`src/rtl/branch_gshare_pht_if.sv`:
```
// Prediction and resolution port bundle for the gshare predictor.
// The fetch/commit side drives through master; the predictor sits on slave.
interface branch_gshare_pht_if #(
  parameter int GHR_W = 8
);
  logic [31:0]      pc;
  logic             branch_en;
  logic             taken_en;
  logic [GHR_W-1:0] ghr_snap;
  logic             upd_valid;
  logic [31:0]      upd_pc;
  logic [GHR_W-1:0] upd_ghr;
  logic             upd_taken;
  logic             upd_mispredict;
  logic [15:0]      mispred_cnt;

  modport master (
    output pc, branch_en, upd_valid, upd_pc, upd_ghr, upd_taken, upd_mispredict,
    input  taken_en, ghr_snap, mispred_cnt
  );
  modport slave (
    input  pc, branch_en, upd_valid, upd_pc, upd_ghr, upd_taken, upd_mispredict,
    output taken_en, ghr_snap, mispred_cnt
  );
endinterface

```
`src/rtl/branch_gshare_pht.sv`:
```
// gshare direction predictor: speculative GHR XOR PC indexes a flop-based
// table of 2-bit saturating counters; trained and GHR-recovered from commit.
module branch_gshare_pht #(
  parameter int GHR_W   = 8,
  parameter int PHT_IDX = 8
) (
  input logic                 clk,
  input logic                 resetn,
  branch_gshare_pht_if.slave  bp
);
  localparam int PHT_N = 1 << PHT_IDX;

  logic [PHT_N-1:0][1:0] pht;
  logic [GHR_W-1:0]      ghr;
  logic [15:0]           cnt;
  logic [PHT_IDX-1:0]    idx, uidx;
  logic [1:0]            uctr, unext;
  logic                  recover;

  assign idx  = bp.pc[PHT_IDX+1:2]     ^ PHT_IDX'(ghr);
  assign uidx = bp.upd_pc[PHT_IDX+1:2] ^ PHT_IDX'(bp.upd_ghr);

  // Read is purely combinational off current state: no write-to-read bypass.
  assign bp.taken_en    = pht[idx][1];
  assign bp.ghr_snap    = ghr;
  assign bp.mispred_cnt = cnt;

  assign recover = bp.upd_valid & bp.upd_mispredict;

  always_comb begin
    uctr  = pht[uidx];
    unext = uctr;
    if (bp.upd_taken) begin
      if (uctr != 2'b11) unext = uctr + 2'b01;
    end else begin
      if (uctr != 2'b00) unext = uctr - 2'b01;
    end
  end

  always_ff @(posedge clk or negedge resetn) begin
    if (!resetn) begin
      pht <= {PHT_N{2'b01}};
    end else if (bp.upd_valid) begin
      pht[uidx] <= unext;
    end
  end

  // Recovery from the committed snapshot wins over the speculative shift.
  always_ff @(posedge clk or negedge resetn) begin
    if (!resetn) begin
      ghr <= '0;
    end else if (recover) begin
      ghr <= {bp.upd_ghr[GHR_W-2:0], bp.upd_taken};
    end else if (bp.branch_en) begin
      ghr <= {ghr[GHR_W-2:0], bp.taken_en};
    end
  end

  always_ff @(posedge clk or negedge resetn) begin
    if (!resetn) begin
      cnt <= '0;
    end else if (recover && cnt != 16'hFFFF) begin
      cnt <= cnt + 16'd1;
    end
  end
endmodule

```
`src/flat_wrapper.sv`:
```
// flat-port wrapper written by rule: the top's interface ports become plain ports
module branch_gshare_pht_flat 
#(
  parameter int GHR_W   = 8,
  parameter int PHT_IDX = 8
)
  (clk, resetn, bp_pc, bp_branch_en, bp_upd_valid, bp_upd_pc, bp_upd_ghr, bp_upd_taken, bp_upd_mispredict, bp_taken_en, bp_ghr_snap, bp_mispred_cnt);
  branch_gshare_pht_if #(.GHR_W(GHR_W)) bp_i ();
  input logic clk;
  input logic resetn;
  input wire logic [$bits(bp_i.pc)-1:0] bp_pc;
  input wire logic [$bits(bp_i.branch_en)-1:0] bp_branch_en;
  input wire logic [$bits(bp_i.upd_valid)-1:0] bp_upd_valid;
  input wire logic [$bits(bp_i.upd_pc)-1:0] bp_upd_pc;
  input wire logic [$bits(bp_i.upd_ghr)-1:0] bp_upd_ghr;
  input wire logic [$bits(bp_i.upd_taken)-1:0] bp_upd_taken;
  input wire logic [$bits(bp_i.upd_mispredict)-1:0] bp_upd_mispredict;
  output wire logic [$bits(bp_i.taken_en)-1:0] bp_taken_en;
  output wire logic [$bits(bp_i.ghr_snap)-1:0] bp_ghr_snap;
  output wire logic [$bits(bp_i.mispred_cnt)-1:0] bp_mispred_cnt;
  assign bp_i.pc = bp_pc;
  assign bp_i.branch_en = bp_branch_en;
  assign bp_i.upd_valid = bp_upd_valid;
  assign bp_i.upd_pc = bp_upd_pc;
  assign bp_i.upd_ghr = bp_upd_ghr;
  assign bp_i.upd_taken = bp_upd_taken;
  assign bp_i.upd_mispredict = bp_upd_mispredict;
  assign bp_taken_en = bp_i.taken_en;
  assign bp_ghr_snap = bp_i.ghr_snap;
  assign bp_mispred_cnt = bp_i.mispred_cnt;
  branch_gshare_pht #(.GHR_W(GHR_W), .PHT_IDX(PHT_IDX)) u_core (.clk(clk), .resetn(resetn), .bp(bp_i));
endmodule
```
`config.mk`:
```
export PLATFORM = sky130hd
export DESIGN_NAME = branch_gshare_pht_flat
export DESIGN_NICKNAME = d
export VERILOG_FILES = /design/src/rtl/branch_gshare_pht_if.sv /design/src/rtl/branch_gshare_pht.sv /design/src/flat_wrapper.sv
export SDC_FILE = /design/constraint.sdc
export NUM_CORES = 1
export LEC_CHECK = 0
export BUFFER_PORTS_ARGS = -buffer_cell sky130_fd_sc_hd__buf_2
export CORE_ASPECT_RATIO = 0.6
export CORE_MARGIN = 10
export CORE_UTILIZATION = 30
export DETAILED_ROUTE_END_ITERATION = 16
export GPL_ROUTABILITY_DRIVEN = 0
export SLEW_MARGIN = 20
export SYNTH_ARGS = -nofsm -noshare
export SYNTH_HDL_FRONTEND = slang
export SYNTH_SLANG_ARGS = --single-unit
```
`constraint.sdc`:
```
create_clock -name clk -period 7.2 [get_ports clk]
set_input_delay 0.36 -clock clk [delete_from_list [all_inputs] [get_ports clk]]
set_output_delay 0.36 -clock clk [all_outputs]
set_load 0.01 [all_outputs]
```
### After elaboration in Yosys (flattened, before gate mapping)

Cells that the tools add are included.

* add/subtract/negate cells: 3
* magnitude comparators: 3
* eq/ne operators: 2
* mux-type cells: 12
* bitwise logic cells: 3
* reductions and logical operators: 4

Operator list (count)
* $bwmux W512: 1
* $bmux W2 S8: 2
* $lt A8 B9 Y1 const B: 2
* $add A16 B1 Y16 const B: 1
* $demux W2 S8: 1
* $mux W8: 2
* $ne A16 B16 Y1 const B: 1
* $xor A8 B8 Y8: 2
* $mux W2: 6
* $ge A8 B1 Y1 const B: 1
* $reduce_bool A2 Y1: 2
* $add A2 B1 Y2 const B: 1
* $logic_and A1 B1 Y1: 2
* $ne A2 B2 Y1 const B: 1
* $sub A2 B1 Y2 const B: 1
* $and A1 B1 Y1: 1

* flip-flop bits (word level): 536
* bits of input ports: 78
* output and inout bits: 25

### Logic depth before layout (Yosys ltp)

Gate-level depths: netlist of run 1.

* depth in word-level cells: 7
* mapped depth: 13
* gate-level depth less buffers: 9

### Worst setup path after synthesis of run 1

OpenSTA, ideal clock, no wires.

* kind: reg2reg
* start: register u_core.ghr[0], in the netlist u_core.bp.ghr_snap[0]
* end: register u_core.ghr[0], in the netlist u_core.bp.ghr_snap[0]
* data arrival time: 2.994 ns
* required time: 7.080 ns
* setup slack: 4.086 ns
* cell stages (with the launch flop): 11
* buffers on the path: 2
* period minus slack after synthesis: 3.114 ns
* path through: dfrtp_1 xnor2_1 buf_2 buf_1 mux4_2 a22o_1 o21ai_0 o31ai_1 o221ai_1 o21ai_0 a31o_2

* word-level cells in the longest chain between the ends: 5

RTL lines
* start, declared: line branch_gshare_pht.sv:14 `logic [GHR_W-1:0] ghr;`
* start signal, assigned: line branch_gshare_pht.sv:53 `ghr <= {bp.upd_ghr[GHR_W-2:0], bp.upd_taken};`
* start signal, assigned: line branch_gshare_pht.sv:55 `ghr <= {ghr[GHR_W-2:0], bp.taken_en};`
* $xor A8 B8 Y8: line branch_gshare_pht.sv:20 `assign idx = bp.pc[PHT_IDX+1:2] ^ PHT_IDX'(ghr);`
* $bmux W2 S8: line branch_gshare_pht.sv:24 `assign bp.taken_en = pht[idx][1];`
* $mux W2 (not written as such): line branch_gshare_pht.sv:24
* via bp_taken_en: line flat_wrapper.sv:18 `output wire logic [$bits(bp_i.taken_en)-1:0] bp_taken_en;`
* $mux W8: line branch_gshare_pht.sv:54 `end else if (bp.branch_en) begin`
* $mux W8: line branch_gshare_pht.sv:52 `end else if (recover) begin`

The timed path passes the listed nets, and every way through them passes these cells. The select of a mux whose other input is x is not followed.
A chain may end at the register's enable or synchronous reset.

### Final worst setup path of run 1

* start: input bp_upd_ghr[2]
* end: register u_core.pht[92] (netlist bit)

* word-level cells in the longest chain between the ends: 7
* elaborated cells between the ends (all ways): 16
* classes of those cells: add/sub (2); order compare (2); eq/ne (1); mux (8); bitwise (1); reduce/logical (2)

RTL lines
* start, declared: line flat_wrapper.sv:15 `input wire logic [$bits(bp_i.upd_ghr)-1:0] bp_upd_ghr;`
* $xor A8 B8 Y8 *: line branch_gshare_pht.sv:21 `assign uidx = bp.upd_pc[PHT_IDX+1:2] ^ PHT_IDX'(bp.upd_ghr);`
* $bmux W2 S8: line branch_gshare_pht.sv:31 `uctr = pht[uidx];`
* $mux W2 (not written as such): line branch_gshare_pht.sv:31
* $sub A2 B1 Y2, or another cell as far along: line branch_gshare_pht.sv:36 `if (uctr != 2'b00) unext = uctr - 2'b01;`
* $mux W2 (on tied branches): line branch_gshare_pht.sv:36, branch_gshare_pht.sv:34
* $mux W2: line branch_gshare_pht.sv:33 `if (bp.upd_taken) begin`
* $bwmux W512 *: line branch_gshare_pht.sv:44 `pht[uidx] <= unext;`
* end signal, assigned: line branch_gshare_pht.sv:42 `pht <= {PHT_N{2'b01}};`
* end signal, assigned by index: line branch_gshare_pht.sv:44
* end, declared: line branch_gshare_pht.sv:13 `logic [PHT_N-1:0][1:0] pht;`

Mark *: on every way between the ends. The rest lies on a longest branch, timed or not. The select of a mux whose other input is x is not followed.

==> results.json, run 1 <==
{
  "routed_wl_um": 84400,
  "hold_viol": 0,
  "fin_ws_ns": 2.16,
  "grt_pass1_vias": 19700,
  "worst_pin_slew_ns": 1.14,
  "power_leakage_nw": 11.2,
  "synth_cell_types": 48,
  "critPathCaptureType": "flop",
  "drt_iter0_markers": 2039,
  "finalSetupViolCount": 0,
  "grt.overflow.total": 0,
  "final_nets": 2632,
  "final_cells": 3761,
  "rows": 84,
  "clkSlewWorstSetupHoldPaths_ns": 0.07,
  "skew_ns": 0.0609,
  "firstDrtPassIters": 5,
  "crit_fanout": 76,
  "clk_latency_ns": 0.66,
  "port_buffers": 54,
  "cts.sinks": 536,
  "ff2ff_setup_slack_ns": 2.91,
  "wl_per_cell_um": 22.4,
  "period_minus_slack_ns": 5.04,
  "syn_inst": 2544,
  "chipWidth_um": 405,
  "yosys-top-cells-area": "dfrtp_1 (26%), dfstp_2 (25%), mux4_2 (16%), nand2_1 (12%), o21ai_1 (9.6%)",
  "crit_required_ns": 7.75,
  "synth_top_cell_by_area": "dfrtp_1",
  "yosys_warnings": 0,
  "antenna_found_initial": 5,
  "start_util_pct": 30.3,
  "synth.avg_cell_area_um2": 10.5,
  "avgViaCountPerCell": 5.34,
  "grt_max_degree": 184,
  "syn2layout_area_growth_pct": 13.5,
  "cts_resized": 0,
  "slew_viol_final": 0,
  "setup_tns_ns": 0,
  "cts_made_buffers": 52,
  "clk_path_buf_depth": 3,
  "ys_ff_latch": 536,
  "hold_buffers": 6,
  "place_ws_ns": 1.95,
  "vias": 20100,
  "fp.coreArea_um2": 87800,
  "synth_nets": 2623,
  "grt_use_total_pct": 16.5,
  "arrival_ns": 5.59,
  "htreeDepth": 2,
  "io_pins": 103,
  "chipHeight_um": 251,
  "critPathLaunchType": "input pin",
  "drive_above_1_share_pct": 26.1,
  "hp-class": "input pin to flop",
  "grt_setup_unrepaired": "no",
  "async_flop_share_pct": 100,
  "dp.cells": 3654,
  "fmax_mhz": 198,
  "synth_seq_area_share_pct": 51.6,
  "crit_type": "input pin to flop",
  "vdd_ir_drop_max_mv": 0.176,
  "dp_hpwl_um": 51700,
  "p_per_area_nw_per_um2": 270,
  "dieArea_um2": 101000,
  "cts_setup_buffers": 0,
  "max_cap_violations": 0,
  "synth_edf_count": 0,
  "drc": 0,
  "fin_crit_sh_pct": 70.1,
  "grt_pass1_wl_um": 129000,
  "antenna_left": 0,
  "clockRootBuffer": "clkbuf_16",
  "status": "completed",
  "cts_tree": "built",
  "synth-main-ff-cell": "dfrtp_1",
  "syn_area_um2": 26600,
  "synth_top_area_share_pct": 26.3,
  "slew_headroom_pct": 24.2
}
final cells by class:
cell class / count / area [um2]
Antenna cell: 3 / 7.51
Clock buffer: 72 / 1490
Clock inverter: 26 / 403
Fill cell: 8763 / 57600
Inverter: 2 / 7.51
Multi-Input combinational cell: 1856 / 12300
Sequential cell: 536 / 13700
Tap cell: 1161 / 1450
Timing Repair Buffer: 105 / 791
cell families (layout without fill, tap and decap cells):
family / count (synthesis) / count (layout) / share of synthesized area, %
buf+inv: 152 / 205 / 3.12
fa+ha+maj: 3 / 3 / 0.132
mux: 201 / 201 / 16.5
simple gates: 989 / 989 / 14.5
other cells: 0 / 3 / 0
xor+xnor: 43 / 43 / 1.47
compound gates: 620 / 620 / 12.7
flops: 536 / 536 / 51.6
critical path, cell delays in order:
cell           delay (ns)
dlygate4sd3_1        0.54
buf_2                0.17
xnor2_1              0.77
nor2_4               0.29
buf_4                0.35
a22oi_1              0.22
nand2_1              0.12
a22oi_1              0.37
nand4_1              0.26
nor4_2               0.40
maj3_4               0.87
buf_4                0.58
o21ai_1              0.16
cell usage in the layout (no fill, tap or decap), types with 6 or more instances in the layout:
cell type      instances
nor2_1                17
buf_2                 53
mux4_2               190
buf_4                 36
a221oi_1               7
a22oi_1               28
xnor2_1               21
nand2_1              882
xor2_1                16
dfrtp_1              280
mux2i_1               10
o21ai_1              513
a22o_1                29
dfstp_2              256
buf_12                 9
clkbuf_16             52
nor2_2                 9
clkbuf_8              11
nand4_1               23
bufinv_16              8
dlygate4sd3_1          6
nor2_4                21
nand3_1               15
clkinv_2               8
o2111ai_1              6
o21ai_0               13
clkbuf_1               9
per-layer routing:
layer	vias up	part of all wire [%]	routed length [um]	GRT usage [%]
met2	837	41	34200	22.3
met1	10000	45	38400	24.2
met3	149	11	9440	6.08
li1	9111	-	-	-
met5	-	0.028	24	0
met4	4	2.8	2360	4.63
cells in the mapped netlist, drive strengths merged (3+ instances only):
master / n
a22oi: 28
mux2i: 10
a31oi: 4
xnor2: 23
dfrtp: 280
nor3: 4
nand3: 15
and2: 3
a221oi: 7
nor4: 7
a21oi: 4
a22o: 29
o2111ai: 6
dfstp: 256
buf: 95
clkbuf: 55
nand4: 23
o31ai: 4
mux4: 190
xor2: 20
nand2: 882
o21ai: 526
nor2: 47
where the power goes:
part           internal, mW  total (mW)  switching (mW)
Clock                  1.75        3.07            1.32
Sequential             3.41        3.59           0.185
Combinational         0.503        1.48           0.976
Total                  5.66        8.14            2.48
flip-flops by register name, indices dropped and copies added (netlist names):
signal                 flops
u_core.pht               512
u_core.bp.ghr_snap         8
u_core.bp.mispred_cnt     16
metrics by stage:
| stage | area [um2] | hold WS [ns] | power [mW] | utilization (%) |
|---|---|---|---|---|
| 4_1_cts | 30200 | 0.00502 | 8.18 | 34.4 |
| 3_3_place_gp | 28200 | 0.448 | 5.07 | 32.2 |
| 5_1_grt | 30200 | 0.0569 | 8.47 | 34.4 |
| 6_report | 30200 | 0.0263 | 8.14 | 34.4 |
| 3_5_place_dp | 28200 | 0.453 | 5.10 | 32.2 |
| 2_1_floorplan | 26600 | 0.0644 | 4.54 | - |
worst paths after layout:
check                                   endpoint       startpoint  depth (start not counted)
hold reg to reg                   u_core.pht[76]   u_core.pht[76]                          2
hold / removal             u_core.bp.ghr_snap[1]    bp_upd_ghr[0]                          3
max in group asynchronous        u_core.pht[255]           resetn                          3
setup / recovery                  u_core.pht[92]    bp_upd_ghr[2]                         13
min in group asynchronous        u_core.pht[211]           resetn                          2
setup reg to reg                  u_core.pht[92]  u_core.pht[367]                          8
No activity file was read; power rests on OpenSTA's default activity.
==> run 2, diff against run 1 <==
Settings changed: ABC_AREA from default to 1.
Clock period 7.2 ns to 4.8 ns, I/O delays scaled along.
==> run 2 against run 1 <==
Effect of this change:
- synthesized cell count rose by 83%
- routed wire length up 44%
- critical path type is now flop to output port
- clock skew down 0.0092 ns
- highest routed layer unchanged
==> results.json, run 2 <==
{
  "critPathCaptureType": "output port",
  "crit_start": "u_core.bp.ghr_snap[0]",
  "fillerInstances": 10900,
  "grt_pass1_vias": 29100,
  "p_comb_share_pct": 27.5,
  "period_minus_slack_ns": 4.04,
  "fin_crit_sh_pct": 84.1,
  "worstHoldStart": "bp_upd_taken",
  "synth-main-ff-cell": "dfrtp_1",
  "grt_max_degree": 159,
  "sw_frac_of_total_pct": 36.9,
  "cts_tree": "built",
  "final_cell_mix": "nand2_1 (2091), nand3_1 (839), inv_1 (364)",
  "cts.sinks": 536,
  "setup_tns_ns": 0,
  "ys_ff_latch": 536,
  "vdd_ir_drop_max_mv": 0.348,
  "grt.overflow.total": 0,
  "chipHeight_um": 270,
  "post-route-util_pct": 34.4,
  "vias": 31500,
  "min_to": "u_core.bp.ghr_snap[0]",
  "hp-class": "input pin to flop",
  "worst_pin_slew_ns": 1.10,
  "antenna_left": 0,
  "synth_nets": 4728,
  "dieArea_um2": 118000,
  "switchingPower_mw": 5.31,
  "yosys-top-cells-area": "nand2_1 (25%), dfrtp_1 (22%), dfstp_2 (22%), nand3_1 (13%), inv_1 (4.4%)",
  "cts_setup_buffers": 0,
  "avgViaCountPerCell": 5.21,
  "drive_above_1_share_pct": 11.6,
  "synth_top_area_share_pct": 25.3,
  "hold_viol": 0,
  "grt_pass1_wl_um": 184000,
  "port_buffers": 54,
  "synth_edf_count": 0,
  "status": "completed",
  "slew_viol_final": 0,
  "clockPowerShare_pct": 34.5,
  "synth_seq_area_share_pct": 44.1,
  "finalSetupViolCount": 0,
  "r2r-end": "u_core.pht[233]",
  "seqPwrFrac_pct": 38.0,
  "cts_made_buffers": 58,
  "dp_hpwl_um": 73700,
  "rr_worst_depth": 16,
  "r2r-start": "u_core.pht[99]",
  "async_flop_share_pct": 100,
  "crit_type": "flop to output port",
  "drc": 0,
  "yosys_warnings": 0,
  "skew_ns": 0.0518,
  "syn2layout_area_growth_pct": 13.5,
  "wl_per_cell_um": 20.0,
  "intPower_mw": 9.05,
  "final_common_cell": "nand2_1",
  "grt_setup_unrepaired": "no",
  "chipWidth_um": 436,
  "critPathLaunchType": "flop",
  "clockRootBuffer": "clkbuf_16",
  "max_cap_violations": 0,
  "crit_fanout": 48,
  "antenna_found_initial": 5,
  "start_util_pct": 30.3,
  "drt_iter0_markers": 4163,
  "clkSlewWorstSetupHoldPaths_ns": 0.07,
  "firstDrtPassIters": 8,
  "synth.avg_cell_area_um2": 6.70,
  "fmax_mhz": 248,
  "slew_headroom_pct": 26.4,
  "synth.most_common_cell": "nand2_1",
  "crit_required_ns": 4.56,
  "htreeDepth": 2,
  "p_per_area_nw_per_um2": 406,
  "power_leakage_nw": 15.9,
  "final_nets": 4676,
  "routed_wl_um": 121000,
  "top_register": "u_core.pht",
  "arrival_ns": 3.80,
  "ff2ff_setup_slack_ns": 1.54,
  "rows": 91,
  "whs_path_depth": 5,
  "largest_reg_flops": 512,
  "synthTopCellsByCount": "nand2_1 (2097), nand3_1 (839), inv_1 (364)",
  "fp.coreArea_um2": 103000,
  "synth_top_cell_by_area": "nand2_1",
  "grt_use_total_pct": 19.7,
  "clk_path_buf_depth": 3,
  "syn_area_um2": 31200,
  "syn_inst": 4649,
  "synth_cell_types": 27,
  "clk_latency_ns": 0.69,
  "io_pins": 103
}
[run 2: cell types whose count changed in the layout (fill, tap and decap cells not counted), moves of 14 or more]
cell / delta
a22oi_1: -24
nor3_1: +168
a22o_1: -29
or2_2: +14
mux4_2: -190
nor2_1: +186
nand3_1: +824
o21ai_1: -507
buf_4: +26
inv_1: +362
nand2_1: +1209
nor2_4: -17
buf_12: +26
o211ai_1: +38
[run 2: how the worst max path moves through the flow]
stage | end | depth (start not counted)
CTS | bp_taken_en | 17
global placement | u_core.pht[237] | 21
floorplan | u_core.pht[473] | 18
global route | u_core.pht[233] | 22
finish | bp_taken_en | 17
detailed placement | u_core.pht[233] | 21
[run 2: final cells by class]
| class | count | area (um2) | area share [%] |
|---|---|---|---|
| Clock inverter | 21 | 292 | 0.824 |
| Antenna cell | 5 | 12.5 | 0.0354 |
| Inverter | 377 | 1420 | 4.02 |
| Timing Repair Buffer | 161 | 1550 | 4.37 |
| Tap cell | 1395 | 1750 | 4.93 |
| Clock buffer | 89 | 1750 | 4.94 |
| Multi-Input combinational cell | 3463 | 14900 | 42.0 |
| Sequential cell | 536 | 13700 | 38.8 |
[run 2: through the flow]
step / instances / area (um2) / hold WS [ns] / total power, mW / setup slack (ns)
2_1_floorplan: 4649 / 31200 / -0.0556 / 7.72 / 2.46
3_3_place_gp: 5922 / 33200 / 0.314 / 9.31 / 0.904
3_5_place_dp: 5922 / 33200 / 0.318 / 9.33 / 0.883
4_1_cts: 6042 / 35400 / 0.117 / 14.3 / 0.875
5_1_grt: 6043 / 35400 / 0.154 / 14.9 / 0.593
6_report: 6047 / 35400 / 0.123 / 14.4 / 0.762
[run 2: layer usage]
layer / vias to the layer above / GRT usage [%] / part of all wire (%)
met5: - / 0 / 0.019
met4: 4 / 5.94 / 2.8
met3: 228 / 6.19 / 13
met2: 1719 / 26.6 / 39
met1: 15000 / 29.3 / 45
li1: 14600 / - / -
[run 2: what timing repair did]
item	CTS	global route
resized for setup	0	0
hold endpoints to repair	56	0
hold buffers	10	0
[run 2: critical path, cell delays in order (launching register included)]
cell	delay, ns
dfrtp_1	0.41
inv_1	0.08
nand2_1	0.10
nand2_4	0.08
inv_4	0.46
buf_12	0.36
buf_4	0.26
nand2_1	0.07
nand3_1	0.06
nand3_1	0.19
nand2_1	0.14
nand2_1	0.09
nand3_1	0.14
nand3_1	0.10
nand3_1	0.11
nand3_1	0.08
nand2_1	0.16
buf_2	0.17
[run 2: kinds of logic (layout without fill, tap and decap cells)]
logic type	after synthesis	in the layout	share of synthesized area, %
AO/OA/AOI/OAI	81	81	1.72
XOR/XNOR	30	30	0.843
adder cells (fa/ha/maj)	1	1	0.0401
buffers and inverters	650	648	8.62
flip-flops	536	536	44.1
other	0	5	0
AND/OR/NAND/NOR	3351	3351	44.7
[run 2: power groups by stage]
stage          registers [mW]  logic [mW]  clock network (mW)
6_report                 5.46        3.94                4.95
3_5_place_dp             5.52        3.82                   0
3_3_place_gp             5.52        3.79                   0
5_1_grt                  5.52        4.18                5.22
2_1_floorplan            5.45        2.26                   0
4_1_cts                  5.45        3.83                5.02
